<file path="config.mk">
export PLATFORM = sky130hd
export DESIGN_NAME = decode_stage
export DESIGN_NICKNAME = d
export VERILOG_FILES = /design/src/rtl/decode_stage.sv
export SDC_FILE = /design/constraint.sdc
export NUM_CORES = 1
export LEC_CHECK = 0
export ABC_CLOCK_PERIOD_IN_PS = 3900
export CAP_MARGIN = 25
export CORE_MARGIN = 1.5
export CORE_UTILIZATION = 48
export CTS_BUF_LIST = sky130_fd_sc_hd__clkbuf_4 sky130_fd_sc_hd__clkbuf_8 sky130_fd_sc_hd__clkbuf_16
export CTS_CLUSTER_SIZE = 20
export DETAILED_ROUTE_END_ITERATION = 12
export MAX_ROUTING_LAYER = met4
export PLACE_DENSITY_LB_ADDON = 0.1
export SLEW_MARGIN = 20
export SYNTH_ARGS = -nofsm -noshare
export SYNTH_HDL_FRONTEND = slang
export SYNTH_SLANG_ARGS = --single-unit
</file>
<file path="constraint.sdc">
create_clock -name clk -period 3.9 [get_ports clk]
set_clock_uncertainty 0.2 [all_clocks]
set_input_delay 0.78 -clock clk [delete_from_list [all_inputs] [get_ports clk]]
set_output_delay 0.78 -clock clk [all_outputs]
set_load 0.02 [all_outputs]
</file>
<file path="src/rtl/decode_stage.sv">
// decode_stage: registered RV32I(+M) decode between fetch and execute.
// Accepts one instruction per cycle and presents the control bundle,
// immediate and register indices on the following cycle. It inserts a
// one-cycle load-use bubble, flags illegal encodings, supports flush, and
// counts stall and issue cycles.
module decode_stage #(
    parameter int unsigned PC_W      = 32,
    parameter int unsigned ENABLE_M  = 1,
    parameter int unsigned HAZARD_EN = 1,
    parameter int unsigned CNT_W     = 32
) (
    input  logic             clk,
    input  logic             reset,
    input  logic             in_valid,
    output logic             in_ready,
    input  logic [31:0]      in_instr,
    input  logic [PC_W-1:0]  in_pc,
    input  logic             flush,
    output logic             out_valid,
    input  logic             out_ready,
    output logic [PC_W-1:0]  out_pc,
    output logic [31:0]      out_instr,
    output logic [4:0]       out_rd,
    output logic [4:0]       out_rs1,
    output logic [4:0]       out_rs2,
    output logic [31:0]      out_immediate,
    output logic [3:0]       out_alu_op,
    output logic [2:0]       out_xfer_size,
    output logic [2:0]       out_branch_type,
    output logic [1:0]       out_shift_type,
    output logic             out_reg_write,
    output logic             out_alu_src,
    output logic             out_auipc,
    output logic             out_shift,
    output logic             out_slt,
    output logic             out_mem_write,
    output logic             out_mem_read,
    output logic             out_mem_to_reg,
    output logic             out_jump,
    output logic             out_jalr,
    output logic             out_is_unsigned,
    output logic             out_muldiv,
    output logic             out_illegal,
    output logic [CNT_W-1:0] stall_cnt,
    output logic [CNT_W-1:0] issue_cnt
);

    typedef enum logic [6:0] {
        OP_LUI    = 7'b0110111,
        OP_AUIPC  = 7'b0010111,
        OP_JAL    = 7'b1101111,
        OP_JALR   = 7'b1100111,
        OP_BRANCH = 7'b1100011,
        OP_LOAD   = 7'b0000011,
        OP_STORE  = 7'b0100011,
        OP_IMM    = 7'b0010011,
        OP_REG    = 7'b0110011,
        OP_FENCE  = 7'b0001111
    } opcode_e;

    typedef enum logic [3:0] {
        ALU_ADD  = 4'd0,
        ALU_SUB  = 4'd1,
        ALU_XOR  = 4'd2,
        ALU_OR   = 4'd3,
        ALU_AND  = 4'd4,
        ALU_PASS = 4'd5
    } alu_op_e;

    typedef struct packed {
        logic [PC_W-1:0] pc;
        logic [31:0]     instr;
        logic [4:0]      rd;
        logic [4:0]      rs1;
        logic [4:0]      rs2;
        logic [31:0]     imm;
        logic [3:0]      alu_op;
        logic [2:0]      xfer_size;
        logic [2:0]      branch_type;
        logic [1:0]      shift_type;
        logic            reg_write;
        logic            alu_src;
        logic            auipc;
        logic            shift;
        logic            slt;
        logic            mem_write;
        logic            mem_read;
        logic            mem_to_reg;
        logic            jump;
        logic            jalr;
        logic            is_unsigned;
        logic            muldiv;
        logic            illegal;
    } bundle_t;

    opcode_e     opcode;
    logic [4:0]  f_rd, f_rs1, f_rs2;
    logic [2:0]  f3;
    logic [6:0]  f7;
    logic [31:0] imm_i, imm_s, imm_b, imm_u, imm_j;

    assign opcode = opcode_e'(in_instr[6:0]);
    assign f_rd   = in_instr[11:7];
    assign f3     = in_instr[14:12];
    assign f_rs1  = in_instr[19:15];
    assign f_rs2  = in_instr[24:20];
    assign f7     = in_instr[31:25];
    assign imm_i  = {{20{in_instr[31]}}, in_instr[31:20]};
    assign imm_s  = {{20{in_instr[31]}}, in_instr[31:25], in_instr[11:7]};
    assign imm_b  = {{19{in_instr[31]}}, in_instr[31], in_instr[7],
                     in_instr[30:25], in_instr[11:8], 1'b0};
    assign imm_u  = {in_instr[31:12], 12'b0};
    assign imm_j  = {{11{in_instr[31]}}, in_instr[31], in_instr[19:12],
                     in_instr[20], in_instr[30:21], 1'b0};

    bundle_t dec;
    logic    legal, uses_rs1, uses_rs2;

    // Combinational decode of the incoming instruction into a control bundle.
    always_comb begin
        dec           = '0;
        dec.pc        = in_pc;
        dec.instr     = in_instr;
        dec.xfer_size = 3'd4;
        legal         = 1'b1;
        uses_rs1      = 1'b0;
        uses_rs2      = 1'b0;
        case (opcode)
            OP_LUI: begin
                dec.rd = f_rd; dec.imm = imm_u; dec.alu_op = ALU_PASS;
                dec.alu_src = 1'b1; dec.reg_write = 1'b1;
            end
            OP_AUIPC: begin
                dec.rd = f_rd; dec.imm = imm_u; dec.alu_op = ALU_ADD;
                dec.alu_src = 1'b1; dec.auipc = 1'b1; dec.reg_write = 1'b1;
            end
            OP_JAL: begin
                dec.rd = f_rd; dec.imm = imm_j;
                dec.jump = 1'b1; dec.reg_write = 1'b1;
            end
            OP_JALR: begin
                dec.rd = f_rd; dec.rs1 = f_rs1; dec.imm = imm_i;
                dec.alu_src = 1'b1; dec.reg_write = 1'b1;
                dec.jump = 1'b1; dec.jalr = 1'b1; uses_rs1 = 1'b1;
                if (f3 != 3'b000) legal = 1'b0;
            end
            OP_BRANCH: begin
                dec.rs1 = f_rs1; dec.rs2 = f_rs2; dec.imm = imm_b;
                dec.alu_op = ALU_SUB; uses_rs1 = 1'b1; uses_rs2 = 1'b1;
                case (f3)
                    3'b000: dec.branch_type = 3'd1;
                    3'b001: dec.branch_type = 3'd2;
                    3'b100: dec.branch_type = 3'd3;
                    3'b101: dec.branch_type = 3'd4;
                    3'b110: begin dec.branch_type = 3'd5; dec.is_unsigned = 1'b1; end
                    3'b111: begin dec.branch_type = 3'd6; dec.is_unsigned = 1'b1; end
                    default: legal = 1'b0;
                endcase
            end
            OP_LOAD: begin
                dec.rd = f_rd; dec.rs1 = f_rs1; dec.imm = imm_i;
                dec.alu_src = 1'b1; dec.reg_write = 1'b1;
                dec.mem_read = 1'b1; dec.mem_to_reg = 1'b1; uses_rs1 = 1'b1;
                case (f3)
                    3'b000: dec.xfer_size = 3'd1;
                    3'b001: dec.xfer_size = 3'd2;
                    3'b010: dec.xfer_size = 3'd4;
                    3'b100: begin dec.xfer_size = 3'd1; dec.is_unsigned = 1'b1; end
                    3'b101: begin dec.xfer_size = 3'd2; dec.is_unsigned = 1'b1; end
                    default: legal = 1'b0;
                endcase
            end
            OP_STORE: begin
                dec.rs1 = f_rs1; dec.rs2 = f_rs2; dec.imm = imm_s;
                dec.alu_src = 1'b1; dec.mem_write = 1'b1;
                uses_rs1 = 1'b1; uses_rs2 = 1'b1;
                case (f3)
                    3'b000: dec.xfer_size = 3'd1;
                    3'b001: dec.xfer_size = 3'd2;
                    3'b010: dec.xfer_size = 3'd4;
                    default: legal = 1'b0;
                endcase
            end
            OP_IMM: begin
                dec.rd = f_rd; dec.rs1 = f_rs1; dec.imm = imm_i;
                dec.alu_src = 1'b1; dec.reg_write = 1'b1; uses_rs1 = 1'b1;
                case (f3)
                    3'b000: dec.alu_op = ALU_ADD;
                    3'b010: begin dec.alu_op = ALU_SUB; dec.slt = 1'b1; end
                    3'b011: begin dec.alu_op = ALU_SUB; dec.slt = 1'b1; dec.is_unsigned = 1'b1; end
                    3'b100: dec.alu_op = ALU_XOR;
                    3'b110: dec.alu_op = ALU_OR;
                    3'b111: dec.alu_op = ALU_AND;
                    3'b001: begin
                        dec.shift = 1'b1; dec.shift_type = 2'd0;
                        if (f7 != 7'b0000000) legal = 1'b0;
                    end
                    default: begin
                        dec.shift = 1'b1;
                        if (f7 == 7'b0000000)      dec.shift_type = 2'd1;
                        else if (f7 == 7'b0100000) dec.shift_type = 2'd2;
                        else                       legal = 1'b0;
                    end
                endcase
            end
            OP_REG: begin
                dec.rd = f_rd; dec.rs1 = f_rs1; dec.rs2 = f_rs2;
                dec.reg_write = 1'b1; uses_rs1 = 1'b1; uses_rs2 = 1'b1;
                if (f7 == 7'b0000001) begin
                    if (ENABLE_M != 0) begin
                        dec.muldiv = 1'b1; dec.alu_op = {1'b1, f3};
                    end else begin
                        legal = 1'b0;
                    end
                end else if (f7 == 7'b0000000) begin
                    case (f3)
                        3'b000: dec.alu_op = ALU_ADD;
                        3'b001: begin dec.shift = 1'b1; dec.shift_type = 2'd0; end
                        3'b010: begin dec.alu_op = ALU_SUB; dec.slt = 1'b1; end
                        3'b011: begin dec.alu_op = ALU_SUB; dec.slt = 1'b1; dec.is_unsigned = 1'b1; end
                        3'b100: dec.alu_op = ALU_XOR;
                        3'b101: begin dec.shift = 1'b1; dec.shift_type = 2'd1; end
                        3'b110: dec.alu_op = ALU_OR;
                        default: dec.alu_op = ALU_AND;
                    endcase
                end else if (f7 == 7'b0100000) begin
                    case (f3)
                        3'b000: dec.alu_op = ALU_SUB;
                        3'b101: begin dec.shift = 1'b1; dec.shift_type = 2'd2; end
                        default: legal = 1'b0;
                    endcase
                end else begin
                    legal = 1'b0;
                end
            end
            OP_FENCE: ;
            default: legal = 1'b0;
        endcase
        // An illegal encoding keeps only pc/instr so nothing downstream acts on it.
        if (!legal) begin
            dec           = '0;
            dec.pc        = in_pc;
            dec.instr     = in_instr;
            dec.xfer_size = 3'd4;
            dec.illegal   = 1'b1;
            uses_rs1      = 1'b0;
            uses_rs2      = 1'b0;
        end
    end

    bundle_t            bundle_q, bundle_d;
    logic               valid_q, valid_d;
    logic [CNT_W-1:0]   stall_q, stall_d, issue_q, issue_d;
    logic               hazard, accept, fire;

    assign hazard = (HAZARD_EN != 0) && in_valid && valid_q && bundle_q.mem_read
                    && (bundle_q.rd != 5'd0)
                    && ((uses_rs1 && (f_rs1 == bundle_q.rd)) ||
                        (uses_rs2 && (f_rs2 == bundle_q.rd)));
    assign in_ready = !reset && !flush && !hazard && (!valid_q || out_ready);
    assign accept   = in_valid && in_ready;
    assign fire     = valid_q && out_ready;

    // Next-state for the output register and the performance counters.
    always_comb begin
        bundle_d = bundle_q;
        valid_d  = valid_q;
        stall_d  = stall_q;
        issue_d  = issue_q;
        if (flush) begin
            valid_d = 1'b0;
        end else if (accept) begin
            bundle_d = dec;
            valid_d  = 1'b1;
        end else if (fire) begin
            valid_d = 1'b0;
        end
        if (in_valid && hazard && !flush) stall_d = stall_q + CNT_W'(1);
        if (fire && !flush)               issue_d = issue_q + CNT_W'(1);
    end

    // State registers with synchronous reset.
    always_ff @(posedge clk) begin
        if (reset) begin
            bundle_q <= '0;
            valid_q  <= 1'b0;
            stall_q  <= '0;
            issue_q  <= '0;
        end else begin
            bundle_q <= bundle_d;
            valid_q  <= valid_d;
            stall_q  <= stall_d;
            issue_q  <= issue_d;
        end
    end

    assign out_valid       = valid_q;
    assign out_pc          = bundle_q.pc;
    assign out_instr       = bundle_q.instr;
    assign out_rd          = bundle_q.rd;
    assign out_rs1         = bundle_q.rs1;
    assign out_rs2         = bundle_q.rs2;
    assign out_immediate   = bundle_q.imm;
    assign out_alu_op      = bundle_q.alu_op;
    assign out_xfer_size   = bundle_q.xfer_size;
    assign out_branch_type = bundle_q.branch_type;
    assign out_shift_type  = bundle_q.shift_type;
    assign out_reg_write   = bundle_q.reg_write;
    assign out_alu_src     = bundle_q.alu_src;
    assign out_auipc       = bundle_q.auipc;
    assign out_shift       = bundle_q.shift;
    assign out_slt         = bundle_q.slt;
    assign out_mem_write   = bundle_q.mem_write;
    assign out_mem_read    = bundle_q.mem_read;
    assign out_mem_to_reg  = bundle_q.mem_to_reg;
    assign out_jump        = bundle_q.jump;
    assign out_jalr        = bundle_q.jalr;
    assign out_is_unsigned = bundle_q.is_unsigned;
    assign out_muldiv      = bundle_q.muldiv;
    assign out_illegal     = bundle_q.illegal;
    assign stall_cnt       = stall_q;
    assign issue_cnt       = issue_q;

endmodule
</file>
Word-level counts from Yosys, hierarchy flattened --
Index checks and enable logic that the tools add are counted.
Word-level totals: register bits 201, output and inout port bits 202, word-level logic and storage cells 167, input port bits 69
Operators by class: reductions and logical operators 48, bitwise operators 1, equal/unequal tests 21, multiplexer cells 69, add/sub/neg operators 2
Operators by type and width (number):
- $pmux 32 s5 | 1
- $mux 72 | 1
- $add 32x1->32 const B | 2
- $mux 1 | 40
- $eq 7x6->1 const B | 4
- $pmux 3 s4 | 2
- $reduce_or 6->1 | 4
- $eq 7x7->1 const B | 3
- $mux 2 | 9
- $pmux 3 s2 | 3
- $pmux 3 s6 | 1
- $reduce_or 2->1 | 9
- $pmux 4 s4 | 1
- $mux 5 | 3
- $eq 7x5->1 const B | 2
- $logic_and 1x1->1 | 14
- $reduce_or 7->1 | 2
- $eq 3x3->1 const B | 4
- $reduce_or 3->1 | 4
- $eq 5x5->1 | 2
- $mux 4 | 2
- $pmux 2 s2 | 2
- $eq 7x1->1 const B | 1
- $eq 7x2->1 const B | 1
- 19 further kinds | 24

Logic depth before layout (Yosys ltp) --
Gate-level depths: netlist of the first run.
word-level depth 16, depth in mapped cells 11, depth with buffers taken out 6

Worst setup path before layout of the first run --
OpenSTA, ideal clock, no wires.
kind input -> output, start point input in_instr[2], end point output in_ready, arrival 2.448 ns, setup slack 0.472 ns, data required time 2.920 ns, stages 7, cell sequence buf_2 -> nor4bb_1 -> clkbuf_2 -> and3_1 -> a32oi_1 -> nand3_1 -> a21boi_0
Between the ends: word-level cells in the longest chain between the ends 10, elaborated cells on any way between the ends 25, those cells by class eq/ne: 10; mux: 5; reduce/logical: 10
RTL lines:
- start, declared | line 16 | input logic [31:0] in_instr,
- $eq 7x7->1 (tied with other cells) | line 128 | case (opcode)
- $reduce_or 4->1 (no line) (tied with other cells)
- $pmux 1 s7 / $mux 1 (equally long branches) | line 128
- $mux 1 | line 240 | if (!legal) begin
- $logic_and 1x1->1 (on tied branches) | line 258, 259
- $logic_or 1x1->1 (*) | line 258 | && ((uses_rs1 && (f_rs1 == bundle_q.rd)) ||
- $logic_and 1x1->1 (*) | line 258
- $logic_not 1->1 (*) | line 260 | assign in_ready = !reset && !flush && !hazard && (!valid_q || out_ready);
- $logic_and 1x1->1 (*) (2 in a row) | line 260
- end, declared | line 15 | output logic in_ready,
Every way passes the cells marked *; elsewhere a longest branch is shown, timed or not.

Worst setup path in the final report of the first run --
start point input in_instr[27], end point output in_ready
Between the ends: word-level cells in the longest chain between the ends 12, elaborated cells on any way between the ends 21, those cells by class eq/ne: 2; mux: 10; reduce/logical: 9
RTL lines (line):
- $eq 7x6->1 | 201, 226
- $mux 1 (on tied branches) | 201, 226
- $mux 1 (on tied branches) | 200, 215
- $pmux 1 s2 / $mux 1 (equally long branches) | 187, 209
- $pmux 1 s7 (*) | 128
- $mux 1 | 240
- $logic_and 1x1->1 (on tied branches) | 258, 259
- $logic_or 1x1->1 (*) | 258
- $logic_and 1x1->1 (*) | 258
- $logic_not 1->1 (*) | 260
- $logic_and 1x1->1 (*) (2 in a row) | 260
Marked as above.

==> results of run 1 <==
path summary, 6_finish.rpt:
kind / from / end / slack (ns) / cells past startpoint
worst max register to register: out_rd[3] / out_instr[13] / 1.19 / 9
worst max-delay path: in_instr[27] / in_ready / 0.15 / 8
worst min register to register: out_xfer_size[1] / out_xfer_size[1] / 0.26 / 2
worst min-delay path: out_xfer_size[1] / out_xfer_size[1] / 0.26 / 2
worst register-to-register path: cells and delay by family, from the launching register on:
family	cells	cell delay (ns)
AO/OA/AOI/OAI	3	0.70
XOR/XNOR	1	0.20
buffers and inverters	3	0.72
flip-flops	1	0.47
multiplexers	1	0.20
AND/OR/NAND/NOR	1	0.15
flip-flops by register name, summed over array words and instances, names as in the netlist, 3 cells and up:
register / count
out_rd: 5
out_instr: 32
stall_cnt: 32
out_rs2: 5
out_xfer_size: 3
out_alu_op: 4
out_immediate: 32
issue_cnt: 32
out_rs1: 5
out_branch_type: 3
out_pc: 32
where the power goes:
group / total [uW] / switching (uW) / internal [uW]
Clock: 1820 / 847 / 973
Combinational: 510 / 255 / 255
Sequential: 2100 / 20.0 / 2080
Total: 4430 / 1120 / 3310
through the flow:
stage / setup WS (ns) / instance area, um^2 / total power (uW) / hold WS [ns]
finish: 0.151 / 13600 / 4430 / 0.258
global route: 0.0537 / 13600 / 4570 / 0.278
CTS: 0.0226 / 13600 / 4460 / 0.260
detailed placement: -0.236 / 13000 / 2650 / 0.247
global placement: -0.221 / 13000 / 2650 / 0.243
floorplan: 0.472 / 9510 / 2380 / 0.331
cell usage in the layout (no fill, tap or decap), types with 3 or more instances in the layout:
master	synthesis	layout
sky130_fd_sc_hd__a211oi_1	5	5
sky130_fd_sc_hd__a21oi_1	32	31
sky130_fd_sc_hd__a22o_1	4	4
sky130_fd_sc_hd__a22oi_1	4	4
sky130_fd_sc_hd__a31o_2	4	4
sky130_fd_sc_hd__and2_1	6	6
sky130_fd_sc_hd__and3_1	14	13
sky130_fd_sc_hd__and3b_1	3	3
sky130_fd_sc_hd__and4_1	10	10
sky130_fd_sc_hd__buf_12	0	5
sky130_fd_sc_hd__buf_4	12	97
sky130_fd_sc_hd__clkbuf_16	0	17
sky130_fd_sc_hd__clkdlybuf4s50_1	0	267
sky130_fd_sc_hd__dfxtp_1	200	200
sky130_fd_sc_hd__inv_1	27	27
sky130_fd_sc_hd__inv_6	0	4
sky130_fd_sc_hd__inv_8	0	3
sky130_fd_sc_hd__mux2_2	56	56
sky130_fd_sc_hd__mux2i_1	61	61
sky130_fd_sc_hd__nand2_1	119	119
sky130_fd_sc_hd__nand2b_1	4	4
sky130_fd_sc_hd__nand3_1	51	51
sky130_fd_sc_hd__nand4_1	29	29
sky130_fd_sc_hd__nor2_1	46	46
sky130_fd_sc_hd__nor2b_1	63	63
sky130_fd_sc_hd__nor3_1	15	15
sky130_fd_sc_hd__nor4_1	8	8
sky130_fd_sc_hd__o211ai_1	8	8
sky130_fd_sc_hd__o21ai_0	21	21
sky130_fd_sc_hd__o22ai_1	10	10
sky130_fd_sc_hd__o311ai_0	29	29
sky130_fd_sc_hd__o31ai_1	11	11
sky130_fd_sc_hd__o41ai_1	19	19
sky130_fd_sc_hd__or2_2	19	19
sky130_fd_sc_hd__or3_1	12	12
sky130_fd_sc_hd__or4_1	13	13
sky130_fd_sc_hd__xnor2_1	22	22
sky130_fd_sc_hd__xor2_1	13	13
what timing repair did:
action | in CTS | in global routing
gates resized for setup | 3 | 1
setup buffers | 0 | 0
pin swaps | 1 | 0
endpoints found under the setup margin | 1 | 1
layer usage:
layer,vias to the layer above,wire (um)
met5,-,0
met4,0,726
met3,44,2160
met2,330,13600
met1,4333,13100
li1,4419,-
cell type report:
type | count | area share
inverter | 29 | 0.00800
multi-input combinational | 745 | 0.371
clock inverter | 14 | 0.0120
timing repair buffer | 371 | 0.258
clock buffer | 18 | 0.0318
sequential | 200 | 0.294
tap | 265 | 0.0244
cell families (layout without fill, tap and decap cells):
family / Yosys count / in the layout
AOI/OAI and AO/OA: 167 / 167
muxes: 117 / 117
buffers and inverters: 110 / 432
DFF: 200 / 200
adders and majority gates: 2 / 2
xor gates and xnor gates: 35 / 35
and+or+nand+nor: 424 / 424
==> key figures, run 1 <==
Clock tree
  • Total clock buffers created by CTS: 17
  • Clock transition at the registers of the reported paths: 0.07 ns
  • CTS tree: yes
  • Num Clock Sinks: 200
  • Buffers from clock root to sink, at most: 2
  • Clock latency on the worst-skew pair: 0.44 ns
  • H-tree depth: 4
  • Clk root buf: sky130_fd_sc_hd__clkbuf_16
  • Hold buffer count at cts: 0

Global routing
  • First-pass GRT wire length: 45.6 mm
  • Global-route met2 utilization: 0.454
  • Pin count of the biggest net entering global routing: 79
  • Via count of the first global-routing pass: 8615
  • GRT met3 Usage: 0.0660
  • Met1 usage in global routing: 0.374
  • Global-route usage over all layers: 0.291
  • Most used routing layer: met2
  • Number of antenna violations at the first check in global routing: 0
  • Overflow left after global routing: 0

Job
  • Number of maximum-capacitance violations: 0

Synthesis
  • Flip-flop and latch count after synthesis: 200
  • Proportion of netlist area held by the largest area contributor: 0.421
  • Cell accounting for the most synthesized area: sky130_fd_sc_hd__dfxtp_1
  • Gate count of the mapped netlist: 1055
  • Prevailing post-synth register cell: sky130_fd_sc_hd__dfxtp_1
  • Sequential-to-total area share from yosys stat: 0.421
  • Proportion of synthesized area in mux cells: 0.131
  • Syn nets: 1126
  • Dominant cells by area after synthesis: sky130_fd_sc_hd__dfxtp_1 (42%), sky130_fd_sc_hd__mux2_2 (6.6%), sky130_fd_sc_hd__mux2i_1 (6.4%)
  • Compound-cell area share of the yosys netlist: 0.127
  • Dominant combinational cell family by area after synthesis: simple AND/OR/NAND/NOR gates
  • Fraction of synthesized cell area in xor and xnor cells: 0.0322
  • Simple-gate portion of the synthesized area: 0.236
  • Ys Warns: 0
  • Count of flip-flops with a built-in enable after synthesis: 0
  • Leading cell type by number of instances after synthesis: sky130_fd_sc_hd__dfxtp_1
  • Post-synthesis async set-or-reset flop share: 0
  • Distinct cells, synth: 64
  • Average footprint of a synthesized cell: 9.01 um^2
  • Synth Area in Adders: 0.00263
  • Most instantiated cells after synthesis: sky130_fd_sc_hd__dfxtp_1 (200), sky130_fd_sc_hd__nand2_1 (119), sky130_fd_sc_hd__nor2b_1 (63), sky130_fd_sc_hd__mux2i_1 (61), sky130_fd_sc_hd__mux2_2 (56)
  • Synth Cell Area: 0.00951 mm^2

Worst setup path
  • Critical-path cell with the highest stage delay: sky130_fd_sc_hd__or4_4
  • Top delay family on crit path: buffers and inverters
  • Signal arrival time at the worst endpoint: 2.77 ns
  • Worst stage delay on the critical path: 0.59 ns
  • Capturing element type of the critical path: primary output
  • Kind of start point of the critical path: input port
  • Cell-by-cell listing of the critical path: clkdlybuf4s50_1, or4_4, o41ai_2, a32oi_1, nand3_1, a21boi_0, buf_4, clkbuf_2
  • Worst setup path category: input port to primary output
  • Crit-path max FO: 4
  • Count of buffer and inverter cells on the critical path: 3
  • Data required time of the worst path: 2.92 ns

Final layout
  • Share of layout cells above drive strength 1: 0.161
  • Post-route insts no fill: 1642
  • Area used by multi-input combinational logic: 0.00505 mm^2
  • Share of the core filled with cells: 0.699
  • # fillers: 1602
  • Final net count: 1435
  • Area of all sequential standard cells: 0.00400 mm^2
  • Growth of design area from synthesis to finish: 43.1%
  • Total inserted antenna cells: 0

Floorplanning
  • # IOs: 271
  • Core Box Area: 0.0195 mm^2
  • Starting density of the core: 0.488
  • Die extent in y: 144 um
  • X dimension of the die: 144 um
  • Placement Rows: 51
  • Die Outline Area: 0.0207 mm^2

STA
  • Final setup violation count: 0
  • RSZ-0062 raised after global routing: false
  • Highest clock rate: 267 MHz
  • Final Hold Viols: 0
  • Final period util: 0.961
  • Setup Total Neg Slack: 0 ns
  • Slew at the pin closest to its max-slew limit: 0.809 ns
  • Slew Viols, Final: 0
  • Relative slew margins: 0.461
  • Final critical-path required period: 3.75 ns

Drt
  • Post-DR wirelength/cell: 18.0 um
  • Initial DRT Pass Iterations: 6
  • Via density per instance: 5.56
  • Final antenna-violating net count: 0
  • DRC: 0
  • Sum of routed wire length over all layers: 29.6 mm
  • Vias post-DR: 9126
  • Iter 0 DRT Violations: 530

Placed design
  • IO Port Bufs: 270
  • Post-Place Cells: 1610
  • Routability-driven placement congestion ratio: 0.892
  • Detailed placement HPWL: 21.7 mm

Power
  • Worst-case vdd ir drop: 282 uV
  • Pleak: 0.00523 uW
  • Cell Pwr Density: 326 mW/mm^2

Status
  • Run status: finished, final reports clean

Hold path
  • Class of the tightest hold or removal check: flip-flop to flip-flop
(Power assumes the default switching activity.)
==> inputs of run 2 (changes only) <==
CORE_UTILIZATION = 34   (was 48)
==> run 2 against run 1 <==
Compared with the run above:
- sequential share of layout area increased by 0.27 points
- fmax decreased by 1.2%
- critical path depth unchanged
- combinational power decreased by 3%
- cell count increased by 4.8%
- highest routed layer unchanged
==> key figures, run 2 (synthesized netlist as in run 1, its figures left out) <==
Global routing
  • Via count of the first global-routing pass: 8750 (+1.6%)
  • Pin count of the biggest net entering global routing: 80 (+1.3%)
  • Overflow left after global routing: 0 (unchanged)
  • First-pass GRT wire length: 49.5 mm (+8.5%)
  • Global-route usage over all layers: 0.226 (-0.0656)
  • Number of antenna violations at the first check in global routing: 0 (unchanged)

Floorplanning
  • Starting density of the core: 0.344 (-0.144)
  • Die extent in y: 170 um (+18%)
  • Die Outline Area: 0.0290 mm^2 (+40%)
  • Placement Rows: 61 (+20%)
  • X dimension of the die: 170 um (+18%)
  • Core Box Area: 0.0276 mm^2 (+42%)
  • # IOs: 271 (unchanged)

Power
  • Cell Pwr Density: 324 mW/mm^2 (-0.45%)
  • Worst-case vdd ir drop: 253 uV (-11%)
  • Pleak: 0.00505 uW (-3.3%)
  • PnR Total Power: 4370 uW (-1.3%)

Drt
  • Initial DRT Pass Iterations: 5 (-1)
  • Vias post-DR: 8914 (-2.3%)
  • Final antenna-violating net count: 0 (unchanged)
  • DRC: 0 (unchanged)
  • Sum of routed wire length over all layers: 31.6 mm (+6.9%)
  • Iter 0 DRT Violations: 589 (+11%)
  • Post-DR wirelength/cell: 18.4 um (+2.1%)
  • Via density per instance: 5.18 (-6.8%)

Clock tree
  • Total clock buffers created by CTS: 17 (unchanged)
  • Clock transition at the registers of the reported paths: 0.07 ns (about the same)
  • Clock latency on the worst-skew pair: 0.44 ns (about the same)
  • H-tree depth: 4 (unchanged)
  • Buffers from clock root to sink, at most: 2 (unchanged)
  • Num Clock Sinks: 200 (unchanged)
  • CTS tree: yes
  • Post-CTS Repair Setup Buffers: 0 (unchanged)
  • Clk root buf: sky130_fd_sc_hd__clkbuf_16

STA
  • Final critical-path required period: 3.79 ns (+0.0440 ns)
  • Final setup violation count: 0 (unchanged)
  • Slew Viols, Final: 0 (unchanged)
  • Final period util: 0.973 (+0.0113)
  • Relative slew margins: 0.449 (-0.0121)
  • Worst setup margin: 0.107 ns (-0.0440 ns)
  • RSZ-0062 raised after global routing: false
  • Final Hold Viols: 0 (unchanged)
  • Highest clock rate: 264 MHz (-1.2%)
  • Slew at the pin closest to its max-slew limit: 0.827 ns (+0.0182 ns)

Final layout
  • Share of layout cells above drive strength 1: 0.140 (-0.0210)
  • Area of all placed cells without fillers: 0.0135 mm^2 (-0.90%)
  • Commonest non-fill, non-tap cells in the layout: sky130_fd_sc_hd__clkdlybuf4s50_1 (268), sky130_fd_sc_hd__dfxtp_1 (200), sky130_fd_sc_hd__nand2_1 (119)
  • Growth of design area from synthesis to finish: 41.8%
  • Final net count: 1399 (-2.5%)
  • Area of all sequential standard cells: 0.00400 mm^2 (unchanged)
  • Most common cell after layout, fill and taps aside: sky130_fd_sc_hd__clkdlybuf4s50_1
  • # fillers: 2710 (+69%)
  • Area used by multi-input combinational logic: 0.00506 mm^2 (+0.17%)

Placed design
  • IO Port Bufs: 270 (unchanged)
  • Detailed placement HPWL: 23.1 mm (+6.7%)
  • Routability-driven placement congestion ratio: 0.933 (+4.6%)
  • Total placed instance area: 0.0129 mm^2 (-1.0%)
  • Post-place setup slack: -0.0833 ns (+0.153 ns)

Worst setup path
  • Signal arrival time at the worst endpoint: 2.81 ns (+0.04 ns)
  • Worst setup path category: input port to primary output
  • Crit-path max FO: 8 (+4)
  • Capturing element type of the critical path: primary output
  • Kind of start point of the critical path: input port
  • Data required time of the worst path: 2.92 ns (about the same)

Hold path
  • Class of the tightest hold or removal check: flip-flop to flip-flop

Job
  • Number of maximum-capacitance violations: 0 (unchanged)

Status
  • Run status: finished, final reports clean
==> run 2: where the power goes <==
group / internal (uW) / leakage [uW] / switching (uW)
combinational: 236 / 0.00314 / 259
sequential: 2080 / 0.00162 / 19.6
clock: 889 / 0.000290 / 887
total: 3210 / 0.00505 / 1170
==> run 2: area by class of cell <==
type | instances | area share
Inverter | 29 | 0.00807
Clock buffer | 20 | 0.0337
Multi-Input combinational cell | 745 | 0.375
Timing Repair Buffer | 335 | 0.241
Clock inverter | 12 | 0.00984
Sequential cell | 200 | 0.297
Antenna cell | 1 | 0.000186
Tap cell | 378 | 0.0351
==> run 2: final timing paths <==
| check | from | to | slack [ns] | cells after the start |
|---|---|---|---|---|
| min | out_alu_op[1] | out_alu_op[1] | 0.26 | 2 |
| max reg2reg | out_rd[0] | stall_cnt[13] | 1.02 | 8 |
| min reg2reg | out_alu_op[1] | out_alu_op[1] | 0.26 | 2 |
| max | in_instr[2] | in_ready | 0.11 | 8 |
==> run 2: per-stage QoR <==
step	TNS, ns	utilization	instances	hold slack (ns)
finish	0	0.488	1720	0.258
global route	0	0.488	1719	0.278
CTS	0	0.488	1719	0.261
detailed placement	-0.655	0.466	1687	0.251
global placement	-0.781	0.466	1687	0.243
floorplan	0	-	1055	0.331
==> run 2: what timing repair did <==
item	in CTS	in global routing
endpoints found under the setup margin	0	1
gates resized for setup	0	2
hold buffers	0	0
==> run 2: metal layers <==
metal | wire length, um | up-vias | GRT usage | share of wire
met3 | 2240 | 34 | 0.0595 | 0.071
met5 | 0 | - | - | 0
met2 | 13900 | 299 | 0.337 | 0.44
met4 | 546 | 0 | 0.0627 | 0.017
met1 | 14900 | 4224 | 0.299 | 0.47
li1 | - | 4357 | - | -
==> run 2: critical path, stage by stage <==
cell and delay (ns):
sky130_fd_sc_hd__clkdlybuf4s50_1 0.56, sky130_fd_sc_hd__buf_4 0.19, sky130_fd_sc_hd__nand4bb_1 0.20, sky130_fd_sc_hd__nor3_1 0.10
sky130_fd_sc_hd__a32oi_1 0.35, sky130_fd_sc_hd__nand3_1 0.16, sky130_fd_sc_hd__a21boi_0 0.26, sky130_fd_sc_hd__buf_4 0.20
